[config.mk]
export PLATFORM = sky130hd
export DESIGN_NAME = multicycle_cpu
export DESIGN_NICKNAME = d
export VERILOG_FILES = /design/src/rtl/multicycle_cpu.sv
export SDC_FILE = /design/constraint.sdc
export NUM_CORES = 2
export LEC_CHECK = 0
export ABC_CLOCK_PERIOD_IN_PS = 9550
export CORE_AREA = 2 2 451 453
export CTS_BUF_LIST = sky130_fd_sc_hd__clkbuf_8
export CTS_CLUSTER_DIAMETER = 100
export DETAILED_ROUTE_END_ITERATION = 10
export DIE_AREA = 0 0 453 455
export GPL_TIMING_DRIVEN = 0
export SLEW_MARGIN = 5
export SYNTH_ARGS = -nofsm -noshare
export SYNTH_HDL_FRONTEND = slang
export SYNTH_SLANG_ARGS = --single-unit
[constraint.sdc]
create_clock -name clk -period 9.55 [get_ports clk]
set_input_delay 0.955 -clock clk [delete_from_list [all_inputs] [get_ports clk]]
set_output_delay 0.955 -clock clk [all_outputs]
set_load 0.005 [all_outputs]
[src/rtl/multicycle_cpu.sv]
// multicycle_cpu: four-state (FETCH/DECODE/EXECUTE/WRITEBACK) RV32I subset core
// with a sticky HALT, a retired-instruction counter and a port-loaded instruction ROM.
module multicycle_cpu #(
  parameter int          IMEM_DEPTH    = 32,
  parameter logic [31:0] RESET_PC      = 32'd0,
  parameter int          REG_INIT_BASE = 3000,
  parameter int          CNT_WIDTH     = 16
) (
  input  logic                 clk,
  input  logic                 reset,
  input  logic [31:0]          initial_instructions [IMEM_DEPTH],
  output logic [31:0]          pc_out_check,
  output logic [31:0]          instruction_check,
  output logic [1:0]           state_check,
  output logic [31:0]          alu_result_check,
  output logic                 halted,
  output logic [CNT_WIDTH-1:0] retired_count
);
  localparam int          AW         = $clog2(IMEM_DEPTH);
  localparam logic [31:0] IMEM_BYTES = 32'(IMEM_DEPTH * 4);

  typedef enum logic [1:0] {S_FETCH = 2'd0, S_DECODE = 2'd1, S_EXEC = 2'd2, S_WB = 2'd3} state_t;
  typedef enum logic [2:0] {OP_ADD = 3'd0, OP_SUB = 3'd1, OP_AND = 3'd2, OP_OR = 3'd3,
                            OP_XOR = 3'd4, OP_SLL = 3'd5, OP_SRL = 3'd6, OP_SLT = 3'd7} alu_op_t;

  state_t               r_state, w_state_nxt;
  logic                 r_halted, w_halted_nxt;
  logic [31:0]          r_pc, r_ir, r_a, r_b, r_imm, r_alu;
  alu_op_t              r_op, w_op;
  logic                 r_use_imm, r_branch, r_bne, r_wr_en;
  logic                 w_use_imm, w_branch, w_bne, w_wr_en, w_valid;
  logic [31:0]          w_imm, w_rs1_val, w_rs2_val, w_opb, w_alu, w_pc_nxt;
  logic                 w_taken, w_wb_halt;
  logic [CNT_WIDTH-1:0] r_cnt;
  logic [31:0]          r_regs [0:31];

  logic [6:0] w_opcode, w_funct7;
  logic [2:0] w_funct3;
  logic [4:0] w_rs1, w_rs2, w_rd;

  assign w_opcode = r_ir[6:0];
  assign w_rd     = r_ir[11:7];
  assign w_funct3 = r_ir[14:12];
  assign w_rs1    = r_ir[19:15];
  assign w_rs2    = r_ir[24:20];
  assign w_funct7 = r_ir[31:25];

  // x0 is hard-wired to zero on the read side
  assign w_rs1_val = (w_rs1 == 5'd0) ? 32'd0 : r_regs[w_rs1];
  assign w_rs2_val = (w_rs2 == 5'd0) ? 32'd0 : r_regs[w_rs2];

  // Instruction decode from IR: ALU op, operand select, immediate, legality
  always_comb begin
    w_op      = OP_ADD;
    w_use_imm = 1'b0;
    w_branch  = 1'b0;
    w_bne     = 1'b0;
    w_wr_en   = 1'b0;
    w_valid   = 1'b0;
    w_imm     = {{20{r_ir[31]}}, r_ir[31:20]};
    case (w_opcode)
      7'b0110011: begin
        w_wr_en = 1'b1;
        w_valid = 1'b1;
        if (w_funct7 == 7'b0100000 && w_funct3 == 3'b000) w_op = OP_SUB;
        else if (w_funct7 == 7'b0000000) begin
          case (w_funct3)
            3'b000:  w_op = OP_ADD;
            3'b001:  w_op = OP_SLL;
            3'b010:  w_op = OP_SLT;
            3'b100:  w_op = OP_XOR;
            3'b101:  w_op = OP_SRL;
            3'b110:  w_op = OP_OR;
            3'b111:  w_op = OP_AND;
            default: w_valid = 1'b0;
          endcase
        end else w_valid = 1'b0;
      end
      7'b0010011: begin
        w_wr_en   = 1'b1;
        w_use_imm = 1'b1;
        w_valid   = 1'b1;
        case (w_funct3)
          3'b000:  w_op = OP_ADD;
          3'b010:  w_op = OP_SLT;
          3'b100:  w_op = OP_XOR;
          3'b110:  w_op = OP_OR;
          3'b111:  w_op = OP_AND;
          // shift-immediates require funct7==0 (SRAI is not supported)
          3'b001:  begin w_op = OP_SLL; w_valid = (w_funct7 == 7'd0); end
          3'b101:  begin w_op = OP_SRL; w_valid = (w_funct7 == 7'd0); end
          default: w_valid = 1'b0;
        endcase
      end
      7'b1100011: begin
        w_imm    = {{19{r_ir[31]}}, r_ir[31], r_ir[7], r_ir[30:25], r_ir[11:8], 1'b0};
        w_op     = OP_SUB;
        w_branch = 1'b1;
        w_bne    = (w_funct3 == 3'b001);
        w_valid  = (w_funct3 == 3'b000) || (w_funct3 == 3'b001);
      end
      default: ;
    endcase
    if (r_ir == 32'd0) w_valid = 1'b0;
  end

  // ALU on the operands latched in DECODE
  always_comb begin
    w_opb = r_use_imm ? r_imm : r_b;
    w_alu = 32'd0;
    case (r_op)
      OP_ADD:  w_alu = r_a + w_opb;
      OP_SUB:  w_alu = r_a - w_opb;
      OP_AND:  w_alu = r_a & w_opb;
      OP_OR:   w_alu = r_a | w_opb;
      OP_XOR:  w_alu = r_a ^ w_opb;
      OP_SLL:  w_alu = r_a << w_opb[4:0];
      OP_SRL:  w_alu = r_a >> w_opb[4:0];
      OP_SLT:  w_alu = {31'd0, $signed(r_a) < $signed(w_opb)};
      default: w_alu = 32'd0;
    endcase
  end

  // Writeback PC: branch resolution from the SUB result, plus out-of-range/misaligned halt
  always_comb begin
    w_taken   = r_branch && (r_bne ? (r_alu != 32'd0) : (r_alu == 32'd0));
    w_pc_nxt  = w_taken ? (r_pc + r_imm) : (r_pc + 32'd4);
    w_wb_halt = (w_pc_nxt >= IMEM_BYTES) || (w_taken && (w_pc_nxt[1:0] != 2'b00));
  end

  // Next-state logic; HALT freezes the state code of whichever state entered it
  always_comb begin
    w_state_nxt  = r_state;
    w_halted_nxt = r_halted;
    if (!r_halted) begin
      case (r_state)
        S_FETCH:  w_state_nxt = S_DECODE;
        S_DECODE: if (w_valid) w_state_nxt = S_EXEC; else w_halted_nxt = 1'b1;
        S_EXEC:   w_state_nxt = S_WB;
        S_WB:     if (w_wb_halt) w_halted_nxt = 1'b1; else w_state_nxt = S_FETCH;
        default:  w_state_nxt = S_FETCH;
      endcase
    end
  end

  // State register
  always_ff @(posedge clk) begin
    if (!reset) begin
      r_state  <= S_FETCH;
      r_halted <= 1'b0;
    end else begin
      r_state  <= w_state_nxt;
      r_halted <= w_halted_nxt;
    end
  end

  // Datapath registers: IR, operand latches, ALU result, PC, retired counter
  always_ff @(posedge clk) begin
    if (!reset) begin
      r_pc      <= RESET_PC;
      r_ir      <= 32'd0;
      r_a       <= 32'd0;
      r_b       <= 32'd0;
      r_imm     <= 32'd0;
      r_alu     <= 32'd0;
      r_op      <= OP_ADD;
      r_use_imm <= 1'b0;
      r_branch  <= 1'b0;
      r_bne     <= 1'b0;
      r_wr_en   <= 1'b0;
      r_cnt     <= '0;
    end else if (!r_halted) begin
      case (r_state)
        S_FETCH: r_ir <= initial_instructions[r_pc[AW+1:2]];
        S_DECODE: begin
          r_a       <= w_rs1_val;
          r_b       <= w_rs2_val;
          r_imm     <= w_imm;
          r_op      <= w_op;
          r_use_imm <= w_use_imm;
          r_branch  <= w_branch;
          r_bne     <= w_bne;
          r_wr_en   <= w_wr_en;
        end
        S_EXEC: r_alu <= w_alu;
        S_WB: begin
          r_pc  <= w_pc_nxt;
          r_cnt <= r_cnt + CNT_WIDTH'(1);
        end
        default: ;
      endcase
    end
  end

  // Register file: reset to REG_INIT_BASE+i, written only in WRITEBACK
  always_ff @(posedge clk) begin
    if (!reset) begin
      for (int i = 0; i < 32; i++) r_regs[i] <= (i == 0) ? 32'd0 : 32'(REG_INIT_BASE + i);
    end else if (!r_halted && r_state == S_WB && r_wr_en && w_rd != 5'd0) begin
      r_regs[w_rd] <= r_alu;
    end
  end

  assign pc_out_check      = r_pc;
  assign instruction_check = r_ir;
  assign state_check       = r_state;
  assign alu_result_check  = r_alu;
  assign halted            = r_halted;
  assign retired_count     = r_cnt;
endmodule

# == Yosys cells after proc, flatten, opt, wreduce, memory -nomap -nowiden ==
# Memory sizes are Yosys's and may differ from the RTL's. A register that Yosys moved wholly into a read port is not among the register bits.
# Index checks and enable logic that the tools add are counted.
# word_totals
ff_bits,199
ramBits,1024
out_inout_bits,115
mem_count,1
# memory_table
memory,depth,width,read_ports,rd_clocked_by_memory_dff,write_ports,line,rtl
r_regs,32,32,2,2,32,35,logic [31:0] r_regs [0:31];
# op_classes
addsub,5
magnitude_cmp,3
n_eq_ne,22
n_shift,2
muxes,42
n_bitwise,5
reduce_logical,30
# op_table
op,count
32-bit case mux with 8 select lines,1
32-bit two-way mux,7
32-bit binary-select mux with 5-bit select,1
32-bit adder,2
32-bit logical NOT,2
"32-bit by 3-bit adder with 32-bit output, second input constant",1
32-bit AND,1
"32-bit by 8-bit greater-or-equal comparator with 1-bit output, second input constant",1
32-bit < comparator,1
32-bit bitwise OR,1
32-bit nonzero test,1
32-bit OR reduction,1
32-bit by 5-bit << shifter with 32-bit output,1
32-bit by 5-bit right shift with 32-bit output,1
32-bit subtractor,1
32-bit bitwise XOR,1
5-bit two-way mux,5
"3-bit equality test, second input constant",8
3-bit case mux with 6 select lines,1
1-bit two-way mux,17
"16-bit by 1-bit adder with 16-bit output, second input constant",1
"7-bit by 6-bit equality test with 1-bit output, second input constant",2
12-bit two-way mux,1
5-bit logical NOT,2
other kinds (29),48

# == Longest topological paths before layout ==
# depth
word_depth,10
mapped_depth,20
ltp_nobuf,17

# == Least setup slack after synthesis ==
# No wires, ideal clock.
# synth_path
path_kind,flip-flop to flip-flop
start,reg r_use_imm
end,"reg r_alu[31], in the netlist alu_result_check[31]"
arrival_ps,5350
required_time_ps,9422
path_slack_ps,4073
stages_incl_launch_ff,21
n_path_buf,6
period_less_slack_ps,5477
cell_sequence,dfxtp_1 buf_2 mux2i_1 clkbuf_1 clkbuf_1 buf_1 clkbuf_1 ha_1 clkbuf_1 nand3_1 o22ai_1 a311o_1 o31ai_1 o31ai_1 a41o_1 a31o_2 a311oi_1 o21ai_1 xor2_1 a21oi_1 a21oi_1
# synth_via
elab_chain_len,3
elab_cells_between_ends,9
classes_between,2 x add/sub; 2 x shift; 2 x mux; 3 x bitwise
# synth_rtl
element,line,rtl
"start, declared",30,"logic r_use_imm, r_branch, r_bne, r_wr_en;"
"start signal, assigned",180,r_use_imm <= w_use_imm;
32-bit two-way mux (*),109,w_opb = r_use_imm ? r_imm : r_b;
"32-bit subtractor, or another cell as far along",113,OP_SUB: w_alu = r_a - w_opb;
32-bit case mux with 8 select lines (*),111,case (r_op)
"end signal, assigned",185,S_EXEC: r_alu <= w_alu;
"end, declared",28,"logic [31:0] r_pc, r_ir, r_a, r_b, r_imm, r_alu;"
# Every way passes the cells marked *; elsewhere a longest branch is shown, timed or not.
# A chain may end at the register's enable or synchronous reset.

# == Worst setup path after layout ==
# layout_path
start,reg r_use_imm
end,"reg r_alu[30], in the netlist alu_result_check[30]"
# Same word-level chain as after synthesis.

==> impl_metrics.ini <==
[critical_path]
critPathMaxFanout = 11
critical_path_class = reg -> reg
startpoint_type = flop
cp.required_ns = 10.47
arrival_ns = 9.62
crit_path_end_kind = flop

[global_routing]
track_usage_pct = 54.0
antenna_found_initial = 261
grt_pass1_wl_mm = 712
grt_pass1_vias = 68300
grt_overflow_total = 0
grt_max_degree = 23

[synth]
synth_edf_count = 1024
synth.avg_cell_area_um2 = 13.0
yosysWarnings = 0
syn_area_um2 = 79300
async_flop_share_pct = 0
syn_inst = 6111
seq_area_frac_synth_pct = 44.0
synthFlopType = edfxtp_1
synth_cell_types = 84
ys_seq_elements = 1233

[clocking]
numCtsBuffers = 215
cts_setup_buffers = 0
worstSkewPairLatency_ns = 1.06
cts-root-buf = clkbuf_8
h-tree-depth = 4
cts.repair.resized = 0
cts_tree = done
clock_sinks = 1233
cts.path.max_buffers = 3
clk_pin_slew_worst_paths_ns = 0.06
hold_buffers = 0

[routing]
drt_iter0_drc = 13000
drc = 0
viasPerCell = 6.86
first_pass_iters = 8
post_drt_wl_per_cell_um = 51.2
ant_nets = 0
vias = 75100
finalWirelength_mm = 560

[floorplanning]
std_cell_rows = 165
initial_core_util_pct = 39.4
dieArea_um2 = 206000
io_pins = 1141
die_w_um = 453
coreArea_um2 = 201000
dieHeight_um = 455

[timing]
min_period_over_period_pct = 91.1
worst_slew_pin_slew_ns = 1.62
tns_ns = 0
slew_headroom_pct = -8.44
rsz0062_at_grt = no
final_max_slew_viol_count = 61
clock_skew_ns = 0.106
final_hold_viol_count = 0
period_needed_ns = 8.70
setup_violations = 0
fmax_ghz = 0.115
layout_setup_ws_ns = 0.847

[outcome]
status = complete, but fails checks
violations = capacitance limit, slew limit

[final_layout]
multi_input_area_um2 = 42100
register_area_um2 = 34900
final_layout_size_suffix_gt1_share_pct = 18.7
fillers = 18100
final_cells = 10900
syn2layout_area_growth_pct = 28.1
layout.nets = 8727

[placement]
routabilityCongestion = 1.11
dpl.cell_count = 10000
dp_slack_ns = 1.40
post-dp-hpwl_mm = 449
port_buffers = 1139

[job]
drv_cap = 9

[hold_path]
hp-class = reg -> reg

[power]
power_density_nw_per_um2 = 267
leakagePower_nw = 33.1
peakVddDrop_mv = 0.201
-- worst max-delay path, cell delays in order, from the launching register on --
cell      delay, ns
dfxtp_1        0.31
buf_2          0.22
mux2i_1        0.48
clkbuf_1       0.73
clkbuf_1       0.89
clkbuf_1       0.66
buf_1          0.75
ha_1           0.22
clkbuf_1       0.31
o21ai_0        0.20
a21oi_1        0.24
o21ai_0        0.17
a21oi_1        0.45
nand4_1        0.35
a311oi_1       1.14
nor4bb_1       0.47
o21ai_0        0.24
o211a_1        0.29
a32oi_1        0.23
o221a_1        0.22
-- per-stage QoR --
stage | instance area [um^2] | power, mW | utilization [%] | hold slack [ns]
2_1_floorplan | 79400 | 14.0 | - | 0.440
3_3_place_gp | 94200 | 21.0 | 46.8 | 0.458
3_5_place_dp | 96000 | 21.1 | 47.7 | 0.465
4_1_cts | 100000 | 25.9 | 49.8 | 0.473
5_1_grt | 101000 | 27.1 | 50.3 | 0.511
6_report | 102000 | 27.1 | 50.5 | 0.476
-- layer usage --
layer	part of all wire, %	track usage (%)	vias up	wire length (um)
met5	0.19	4.57	-	1060
met4	12	52.0	66	66100
li1	-	-	27300	-
met1	32	58.6	38200	180000
met2	41	72.4	7347	227000
met3	15	30.8	2131	86300
-- Yosys cell counts, types with 11 or more instances --
master / number / area (um^2)
nor4_1: 19 / 119
nor2_1: 429 / 1610
inv_1: 105 / 394
edfxtp_1: 1024 / 30700
o22ai_1: 11 / 68.8
a31oi_1: 26 / 163
a21o_1: 29 / 218
a21oi_1: 290 / 1450
clkbuf_1: 517 / 1940
xor2_1: 31 / 272
nor2b_1: 12 / 75.1
o21ai_0: 252 / 1260
a22oi_1: 12 / 90.1
nand4_1: 20 / 125
nand2b_1: 23 / 144
mux2i_1: 217 / 2170
and2_1: 765 / 4790
a221oi_1: 22 / 193
nand2_1: 202 / 758
a211oi_1: 67 / 503
xnor2_1: 43 / 377
buf_1: 103 / 387
and3_1: 17 / 106
nand3_1: 54 / 270
ha_1: 135 / 1690
or3_1: 247 / 1550
o31ai_1: 14 / 105
o211ai_1: 33 / 248
nor3_1: 53 / 265
o21bai_1: 18 / 135
mux4_2: 961 / 21600
dfxtp_1: 209 / 4180
-- flip-flops by register name, indices dropped and copies added, names as in the netlist, 2 cells and up, named ones only --
name and cells:
state_check 2, r_a 32, alu_result_check 32, instruction_check 32, r_regs 1024, retired_count 16
r_op 3, pc_out_check 32, r_imm 13, r_b 32
-- where the power goes --
group / internal (mW) / leakage (nW) / switching, mW
clock: 2.38 / 2.43 / 2.60
sequential: 6.18 / 11.4 / 1.05
combinational: 5.06 / 19.3 / 9.87
total: 13.6 / 33.1 / 13.5
-- area by class of cell --
| cell class | count | area share [%] |
|---|---|---|
| multi-input cells | 4168 | 41.4 |
| flip-flops and latches | 1233 | 34.4 |
| repair buffers | 1204 | 12.6 |
| clock inverters | 163 | 0.962 |
| well taps | 2672 | 3.29 |
| inverters | 110 | 0.406 |
| clock buffers | 237 | 3.21 |
| diodes | 527 | 1.30 |
| plain buffers | 631 | 2.43 |
-- cells in the final DEF, fill, tap and decap left out, drive strengths merged, types with 182 or more instances in the layout --
master	count
a21oi	290
mux2i	217
edfxtp	1024
inv	182
nand2	203
nor2	429
clkbuf	759
o21ai	262
mux4	961
clkdlybuf4s50	1134
or3	248
dfxtp	209
diode	527
and2	765
-- cells by family (layout without fill, tap and decap cells) --
logic type,after synthesis,count (layout),synth area share (%)
buf+inv,741,2345,3.55
other cells,1,559,0.00473
xor+xnor,74,74,0.817
simple gates,1880,1880,12.8
mux,1182,1182,30.1
compound gates,862,862,6.56
fa+ha+maj,138,138,2.20
flops,1233,1233,44.0
-- worst paths after layout --
check,to,start,slack (ns),depth (start not counted)
worst max-delay path,alu_result_check[30],r_use_imm,0.85,19
worst min-delay path,r_branch,r_branch,0.48,2
worst max register to register,alu_result_check[30],r_use_imm,0.85,19
worst min register to register,r_branch,r_branch,0.48,2
Note: power is estimated with default switching activity, not from simulation.
